`src/rtl/mem_lsu_pkg.sv`:
```
// Shared definitions for the memory-access stage: aluop codes, op-bus width,
// stall levels and LSU state encodings.
package mem_lsu_pkg;

  localparam int ALU_OP_BUS_W = 8;

  localparam logic [ALU_OP_BUS_W-1:0] EXE_ADD = 8'h20;
  localparam logic [ALU_OP_BUS_W-1:0] EXE_LB  = 8'hE0;
  localparam logic [ALU_OP_BUS_W-1:0] EXE_LH  = 8'hE1;
  localparam logic [ALU_OP_BUS_W-1:0] EXE_LW  = 8'hE3;
  localparam logic [ALU_OP_BUS_W-1:0] EXE_LBU = 8'hE4;
  localparam logic [ALU_OP_BUS_W-1:0] EXE_LHU = 8'hE5;
  localparam logic [ALU_OP_BUS_W-1:0] EXE_SB  = 8'hE8;
  localparam logic [ALU_OP_BUS_W-1:0] EXE_SH  = 8'hE9;
  localparam logic [ALU_OP_BUS_W-1:0] EXE_SW  = 8'hEB;

  localparam logic StallEnable  = 1'b1;
  localparam logic StallDisable = 1'b0;

  typedef enum logic [1:0] {
    LSU_IDLE = 2'd0,
    LSU_WAIT = 2'd1,
    LSU_DONE = 2'd2
  } lsu_state_e;

endpackage

```
`src/rtl/mem_lsu_align.sv`:
```
// Combinational lane logic for the LSU: byte-lane select, store-data
// replication and load extraction with sign/zero extension.
module mem_lsu_align
  import mem_lsu_pkg::*;
#(
  parameter int ALUOP_W = ALU_OP_BUS_W
) (
  input  logic [ALUOP_W-1:0] aluop,
  input  logic [1:0]         addr,
  input  logic [31:0]        reg2,
  input  logic [31:0]        rdata,
  output logic               is_load,
  output logic               is_store,
  output logic [3:0]         sel,
  output logic [31:0]        st_data,
  output logic [31:0]        ld_data
);

  logic [1:0]  size;  // 0 byte, 1 half, 2 word
  logic        sext;
  logic [7:0]  ld_b;
  logic [15:0] ld_h;

  always_comb begin
    is_load  = 1'b0;
    is_store = 1'b0;
    size     = 2'd2;
    sext     = 1'b0;
    case (aluop)
      ALUOP_W'(EXE_LB):  begin is_load  = 1'b1; size = 2'd0; sext = 1'b1; end
      ALUOP_W'(EXE_LH):  begin is_load  = 1'b1; size = 2'd1; sext = 1'b1; end
      ALUOP_W'(EXE_LW):  begin is_load  = 1'b1; size = 2'd2; end
      ALUOP_W'(EXE_LBU): begin is_load  = 1'b1; size = 2'd0; end
      ALUOP_W'(EXE_LHU): begin is_load  = 1'b1; size = 2'd1; end
      ALUOP_W'(EXE_SB):  begin is_store = 1'b1; size = 2'd0; end
      ALUOP_W'(EXE_SH):  begin is_store = 1'b1; size = 2'd1; end
      ALUOP_W'(EXE_SW):  begin is_store = 1'b1; size = 2'd2; end
      default: ;
    endcase
  end

  always_comb begin
    case (addr)
      2'd0:    ld_b = rdata[7:0];
      2'd1:    ld_b = rdata[15:8];
      2'd2:    ld_b = rdata[23:16];
      default: ld_b = rdata[31:24];
    endcase
    // Halfword lanes follow addr[1] only, so a misaligned halfword lands on its half.
    ld_h = addr[1] ? rdata[31:16] : rdata[15:0];

    case (size)
      2'd0: begin
        sel     = 4'b0001 << addr;
        st_data = {4{reg2[7:0]}};
        ld_data = {{24{sext & ld_b[7]}}, ld_b};
      end
      2'd1: begin
        sel     = addr[1] ? 4'b1100 : 4'b0011;
        st_data = {2{reg2[15:0]}};
        ld_data = {{16{sext & ld_h[15]}}, ld_h};
      end
      default: begin
        sel     = 4'b1111;
        st_data = reg2;
        ld_data = rdata;
      end
    endcase
  end

endmodule

```
`src/rtl/mem_lsu.sv`:
```
// RV32I memory-access stage: req/ack bus master with stall and timeout.
// Optional macro MEM_LSU_MISALIGN_TRAP_EN turns misaligned accesses into trap reports.
module mem_lsu
  import mem_lsu_pkg::*;
#(
  parameter int ALUOP_W     = ALU_OP_BUS_W,
  parameter int TIMEOUT_CYC = 255
) (
  input  logic               clk,
  input  logic               rst,
  input  logic [ALUOP_W-1:0] aluop_i,
  input  logic [31:0]        mem_addr_i,
  input  logic [31:0]        mem_reg2_i,
  input  logic [4:0]         wd_i,
  input  logic               wreg_i,
  input  logic [31:0]        wdata_i,
  output logic [4:0]         wd_o,
  output logic               wreg_o,
  output logic [31:0]        wdata_o,
  output logic               stallreq_o,
  output logic               bus_req_o,
  output logic               bus_we_o,
  output logic [31:0]        bus_addr_o,
  output logic [3:0]         bus_sel_o,
  output logic [31:0]        bus_wdata_o,
  input  logic               bus_ack_i,
  input  logic [31:0]        bus_rdata_i,
  output logic               bus_err_o
`ifdef MEM_LSU_MISALIGN_TRAP_EN
  ,
  output logic               misalign_o,
  output logic [31:0]        misalign_addr_o
`endif
);

  lsu_state_e  state_q, state_d;
  logic [7:0]  cnt_q, cnt_d;
  logic        err_q, err_d;
  logic [31:0] rdata_q, rdata_d;
  logic        is_load, is_store, is_mem;
  logic [3:0]  sel;
  logic [31:0] ld_data;

  mem_lsu_align #(.ALUOP_W(ALUOP_W)) u_align (
    .aluop    (aluop_i),
    .addr     (mem_addr_i[1:0]),
    .reg2     (mem_reg2_i),
    .rdata    (rdata_q),
    .is_load  (is_load),
    .is_store (is_store),
    .sel      (sel),
    .st_data  (bus_wdata_o),
    .ld_data  (ld_data)
  );

  assign is_mem     = is_load | is_store;
  assign bus_addr_o = {mem_addr_i[31:2], 2'b00};

`ifdef MEM_LSU_MISALIGN_TRAP_EN
  logic mis_q, mis_d;
  logic misaligned;
  assign misaligned =
    (((aluop_i == ALUOP_W'(EXE_LH)) || (aluop_i == ALUOP_W'(EXE_LHU)) ||
      (aluop_i == ALUOP_W'(EXE_SH))) && mem_addr_i[0]) ||
    (((aluop_i == ALUOP_W'(EXE_LW)) || (aluop_i == ALUOP_W'(EXE_SW))) &&
      (mem_addr_i[1:0] != 2'b00));

  always_ff @(posedge clk) begin
    if (rst) mis_q <= 1'b0;
    else     mis_q <= mis_d;
  end
`endif

  always_ff @(posedge clk) begin
    if (rst) begin
      state_q <= LSU_IDLE;
      cnt_q   <= 8'd0;
      err_q   <= 1'b0;
      rdata_q <= 32'd0;
    end else begin
      state_q <= state_d;
      cnt_q   <= cnt_d;
      err_q   <= err_d;
      rdata_q <= rdata_d;
    end
  end

  always_comb begin
    state_d     = state_q;
    cnt_d       = cnt_q;
    err_d       = err_q;
    rdata_d     = rdata_q;
    bus_req_o   = 1'b0;
    bus_we_o    = 1'b0;
    bus_sel_o   = 4'b0000;
    stallreq_o  = StallDisable;
    bus_err_o   = 1'b0;
    wd_o        = wd_i;
    wreg_o      = 1'b0;
    wdata_o     = 32'd0;
`ifdef MEM_LSU_MISALIGN_TRAP_EN
    mis_d           = mis_q;
    misalign_o      = 1'b0;
    misalign_addr_o = 32'd0;
`endif
    // Outputs stay at their idle values for as long as reset is held.
    if (!rst) begin
      case (state_q)
        LSU_IDLE: begin
          if (!is_mem) begin
            wreg_o  = wreg_i;
            wdata_o = wdata_i;
          end else begin
            stallreq_o = StallEnable;
`ifdef MEM_LSU_MISALIGN_TRAP_EN
            if (misaligned) begin
              mis_d   = 1'b1;
              state_d = LSU_DONE;
            end else
`endif
            begin
              bus_req_o = 1'b1;
              bus_we_o  = is_store;
              bus_sel_o = sel;
              // The IDLE cycle counts as the first wait cycle.
              if (bus_ack_i) begin
                rdata_d = bus_rdata_i;
                state_d = LSU_DONE;
              end else begin
                cnt_d   = 8'd1;
                state_d = LSU_WAIT;
              end
            end
          end
        end
        LSU_WAIT: begin
          stallreq_o = StallEnable;
          bus_req_o  = 1'b1;
          bus_we_o   = is_store;
          bus_sel_o  = sel;
          if (bus_ack_i) begin
            rdata_d = bus_rdata_i;
            state_d = LSU_DONE;
          end else if (cnt_q == 8'(TIMEOUT_CYC)) begin
            err_d   = 1'b1;
            state_d = LSU_DONE;
          end else begin
            cnt_d = cnt_q + 8'd1;
          end
        end
        LSU_DONE: begin
          bus_err_o = err_q;
          if (is_load) begin
            wreg_o  = wreg_i;
            wdata_o = err_q ? 32'd0 : ld_data;
          end
`ifdef MEM_LSU_MISALIGN_TRAP_EN
          if (mis_q) begin
            wreg_o          = 1'b0;
            wdata_o         = 32'd0;
            misalign_o      = 1'b1;
            misalign_addr_o = mem_addr_i;
          end
          mis_d = 1'b0;
`endif
          cnt_d   = 8'd0;
          err_d   = 1'b0;
          state_d = LSU_IDLE;
        end
        default: state_d = LSU_IDLE;
      endcase
    end
  end

endmodule

```
`config.mk`:
```
export PLATFORM = sky130hd
export DESIGN_NAME = mem_lsu
export DESIGN_NICKNAME = d
export VERILOG_FILES = /design/src/rtl/mem_lsu_pkg.sv /design/src/rtl/mem_lsu_align.sv /design/src/rtl/mem_lsu.sv
export SDC_FILE = /design/constraint.sdc
export NUM_CORES = 1
export LEC_CHECK = 0
export ABC_AREA = 1
export BUFFER_PORTS_ARGS = -buffer_cell sky130_fd_sc_hd__buf_2
export CAP_MARGIN = 20
export CORE_MARGIN = 2
export CORE_UTILIZATION = 30
export CTS_CLUSTER_DIAMETER = 150
export DETAILED_ROUTE_END_ITERATION = 8
export MAX_ROUTING_LAYER = met4
export PLACE_DENSITY = 0.71
export SLEW_MARGIN = 40
export SYNTH_ARGS = -nofsm -noshare
export SYNTH_HDL_FRONTEND = slang
export SYNTH_SLANG_ARGS = --single-unit
```
`constraint.sdc`:
```
create_clock -name clk -period 2.43 [get_ports clk]
set_input_delay 0.486 -clock clk [delete_from_list [all_inputs] [get_ports clk]]
set_output_delay 0.486 -clock clk [all_outputs]
set_load 0.05 [all_outputs]
```
==> flow_metrics.env <==
export IMPL_status="complete, but fails checks"
export IMPL_violations="setup timing"
export IMPL_grt_pass1_wl_um=23000
export IMPL_reg2reg_depth=8
export IMPL_syn_area_um2=4180
export IMPL_finClkSkew_ns=0.00249
export IMPL_swShare=0.404
export IMPL_p_leak_nw=2.72
export IMPL_async_flop_share=0
export IMPL_cp_required_ns=1.94
export IMPL_switching_power_mw=1.13
export IMPL_cts_made_buffers=5
export IMPL_yosysWarnings=0
export IMPL_pre_cts_ws_ns=-0.145
export IMPL_fin_crit_ns=2.46
export IMPL_register_area_um2=861
export IMPL_finalPower_mw=2.80
export IMPL_multi_input_comb_area_um2=2800
export IMPL_yosys_top_cells_count="nand2_1 (179), nor2_1 (122), o21ai_0 (65), buf_4 (54), inv_1 (53)"
export IMPL_whs_path_depth=3
export IMPL_cts_tree="built"
export IMPL_rows=43
export IMPL_max_freq_ghz=0.407
export IMPL_fin_util=0.427
export IMPL_synth_top_area_frac=0.206
export IMPL_nFillCells=1444
export IMPL_intPower_mw=1.67
export IMPL_holdWs_ns=0.454
export IMPL_antenna_cells=0
export IMPL_clock_power_share=0.271
export IMPL_globalplace_congestion=0.971
export IMPL_cts_root_buf="clkbuf_16"
export IMPL_vdd_drop_max_uv=319
export IMPL_period_share=1.01
export IMPL_synth_top_cell_by_area="dfxtp_1"
export IMPL_ant_nets=0
export IMPL_slew_violations=0
export IMPL_path_max_fanout=17
export IMPL_area_growth_pct=40.3
export IMPL_die_w_um=122
export IMPL_drt_iter0_drc=234
export IMPL_yosys_most_used_dff="dfxtp_1"
export IMPL_final_layout_size_suffix_gt1_frac=0.392
export IMPL_r2r_start="state_q[1]"
export IMPL_hold_class="in2reg"
export IMPL_die_h_um=122
export IMPL_clkSlewWorstSetupHoldPaths_ns=0.06
export IMPL_synth_ff_latch_count=43
export IMPL_rsz0062_at_grt="yes"
export IMPL_yosysSeqAreaShare=0.206
export IMPL_grt_use_total=0.203
export IMPL_synth_edf_count=0
export IMPL_combPwrFrac=0.424
export IMPL_htreeDepth=2
export IMPL_crit_end="wdata_o[18]"
export IMPL_finalHoldViolCount=0
export IMPL_cap_violations=0
export IMPL_start_util=0.304
export IMPL_core_area_um2=13700
export IMPL_regToRegSetupSlack_ns=0.43
export IMPL_antenna_found_initial=0
export IMPL_drcViolationCount=0
export IMPL_cts_hold_buf=0
export IMPL_grt_max_degree=40
export IMPL_insertion_delay_ns=0.28
export IMPL_seqPwrFrac=0.304
export IMPL_io_pins=255
export IMPL_grt_pass1_vias=4727
export IMPL_clk_path_buf_depth=2
export IMPL_cp_end_kind="output port"
export IMPL_vias=4957
export IMPL_yosysMostFrequentCell="nand2_1"
export IMPL_synth_cells=711
export IMPL_dp_hpwl_um=11900
export IMPL_final_setup_viol_count=2
export IMPL_drt_vias_per_instance=4.73
export IMPL_wl_per_cell_um=14.7
export IMPL_synth_distinct_cells=36
export IMPL_first_pass_iters=5
export IMPL_routed_wl_um=15400
export IMPL_synth_area_leaders="dfxtp_1 (21%), nand2_1 (16%), nor2_1 (11%)"
export IMPL_nets=1018
export IMPL_timing_rr_end="rdata_q[23]"
export IMPL_setup_ws_ns=-0.0292
export IMPL_cp_arrival_ns=1.97
export IMPL_p_per_area_nw_per_um2=478
export IMPL_die_area_um2=14900
export IMPL_numPortBuffers=182
export IMPL_cts_sinks=43
export IMPL_gr_total_overflow=0
export IMPL_setup_tns_ns=-0.0541
export IMPL_startpoint_type="input port"
export IMPL_crit_type="in2out"
export IMPL_syn_area_per_cell_um2=5.87
export IMPL_crit_path_start="aluop_i[4]"
==> kinds of logic (layout without fill, tap and decap cells) <==
logic type / after synthesis / count (layout) / synth area share
DFF: 43 / 43 / 0.206
buffers and inverters: 139 / 293 / 0.189
and+or+nand+nor: 395 / 398 / 0.424
adders and majority gates: 5 / 5 / 0.0150
other: 1 / 2 / 0.000898
AOI/OAI and AO/OA: 128 / 128 / 0.165
==> critical path: stages <==
cell,delay (ns)
buf_6,0.10
inv_4,0.05
nand2_4,0.06
nor2_8,0.22
nand3b_4,0.11
nor2_4,0.15
nand2_4,0.08
buf_12,0.16
nor2_1,0.11
nand2_1,0.08
a21oi_2,0.16
buf_6,0.18
==> what timing repair did <==
item,4_1_cts,5_1_grt
pin swaps,4,15
setup buffers,0,8
gates resized for setup,44,77
hold endpoints to repair,0,0
cloned,3,0
endpoints found under the setup margin,53,62
==> layout make-up <==
type,count,share of cell area
inverter,61,0.0412
clock buffer,5,0.0214
clock inverter,3,0.00747
sequential,43,0.147
multi-input combinational,533,0.478
tap,180,0.0384
timing repair buffer,224,0.266
==> per-stage QoR <==
| stage | cells | instance area, um^2 |
|---|---|---|
| floorplan | 712 | 4280 |
| global placement | 1030 | 5200 |
| detailed placement | 1030 | 5200 |
| CTS | 1041 | 5530 |
| global route | 1049 | 5860 |
| finish | 1049 | 5860 |
==> state kept, by name (all words and copies together), names as in the netlist <==
register	count
cnt_q	8
err_q	1
rdata_q	32
state_q	2
==> power groups by stage <==
| stage | Clock [mW] | Combinational [mW] | Sequential, mW |
|---|---|---|---|
| 6_report | 0.761 | 1.19 | 0.853 |
| 5_1_grt | 0.805 | 1.30 | 0.862 |
| 4_1_cts | 0.775 | 1.13 | 0.851 |
| 3_5_place_dp | 0 | 1.09 | 0.867 |
| 3_3_place_gp | 0 | 1.08 | 0.866 |
| 2_1_floorplan | 0 | 0.941 | 0.831 |
==> how the worst min path moves through the flow <==
stage	startpoint	to	slack, ns
2_1_floorplan	cnt_q[3]	cnt_q[3]	0.45
3_3_place_gp	cnt_q[3]	cnt_q[3]	0.47
3_5_place_dp	cnt_q[3]	cnt_q[3]	0.48
4_1_cts	bus_rdata_i[30]	rdata_q[30]	0.45
5_1_grt	bus_rdata_i[16]	rdata_q[16]	0.47
6_report	bus_rdata_i[30]	rdata_q[30]	0.45
==> layer usage <==
metal,part of all wire,GRT usage
met2,0.52,0.370
met5,0,-
met1,0.39,0.223
met4,0.036,0.0841
met3,0.052,0.0225
==> layout by cell type, fill, tap and decap left out, types with 2 or more instances in the layout <==
cell,instances
nand2_1,175
buf_2,131
nor2_1,116
o21ai_0,61
inv_1,51
buf_4,44
dfxtp_1,43
nand3_1,37
buf_6,32
a21oi_2,31
a21oi_1,24
nand2_2,17
nor2_2,15
clkbuf_4,10
nand3_2,8
nor2_4,7
buf_12,7
nand4_1,6
inv_2,6
clkbuf_16,5
nand2_8,4
nand3_4,4
ha_1,4
inv_4,3
nand2_4,3
o21ai_1,3
or2_2,2
nor3_1,2
o21ai_2,2
o21bai_1,2
conb_1,2
(Power assumes the default switching activity.)
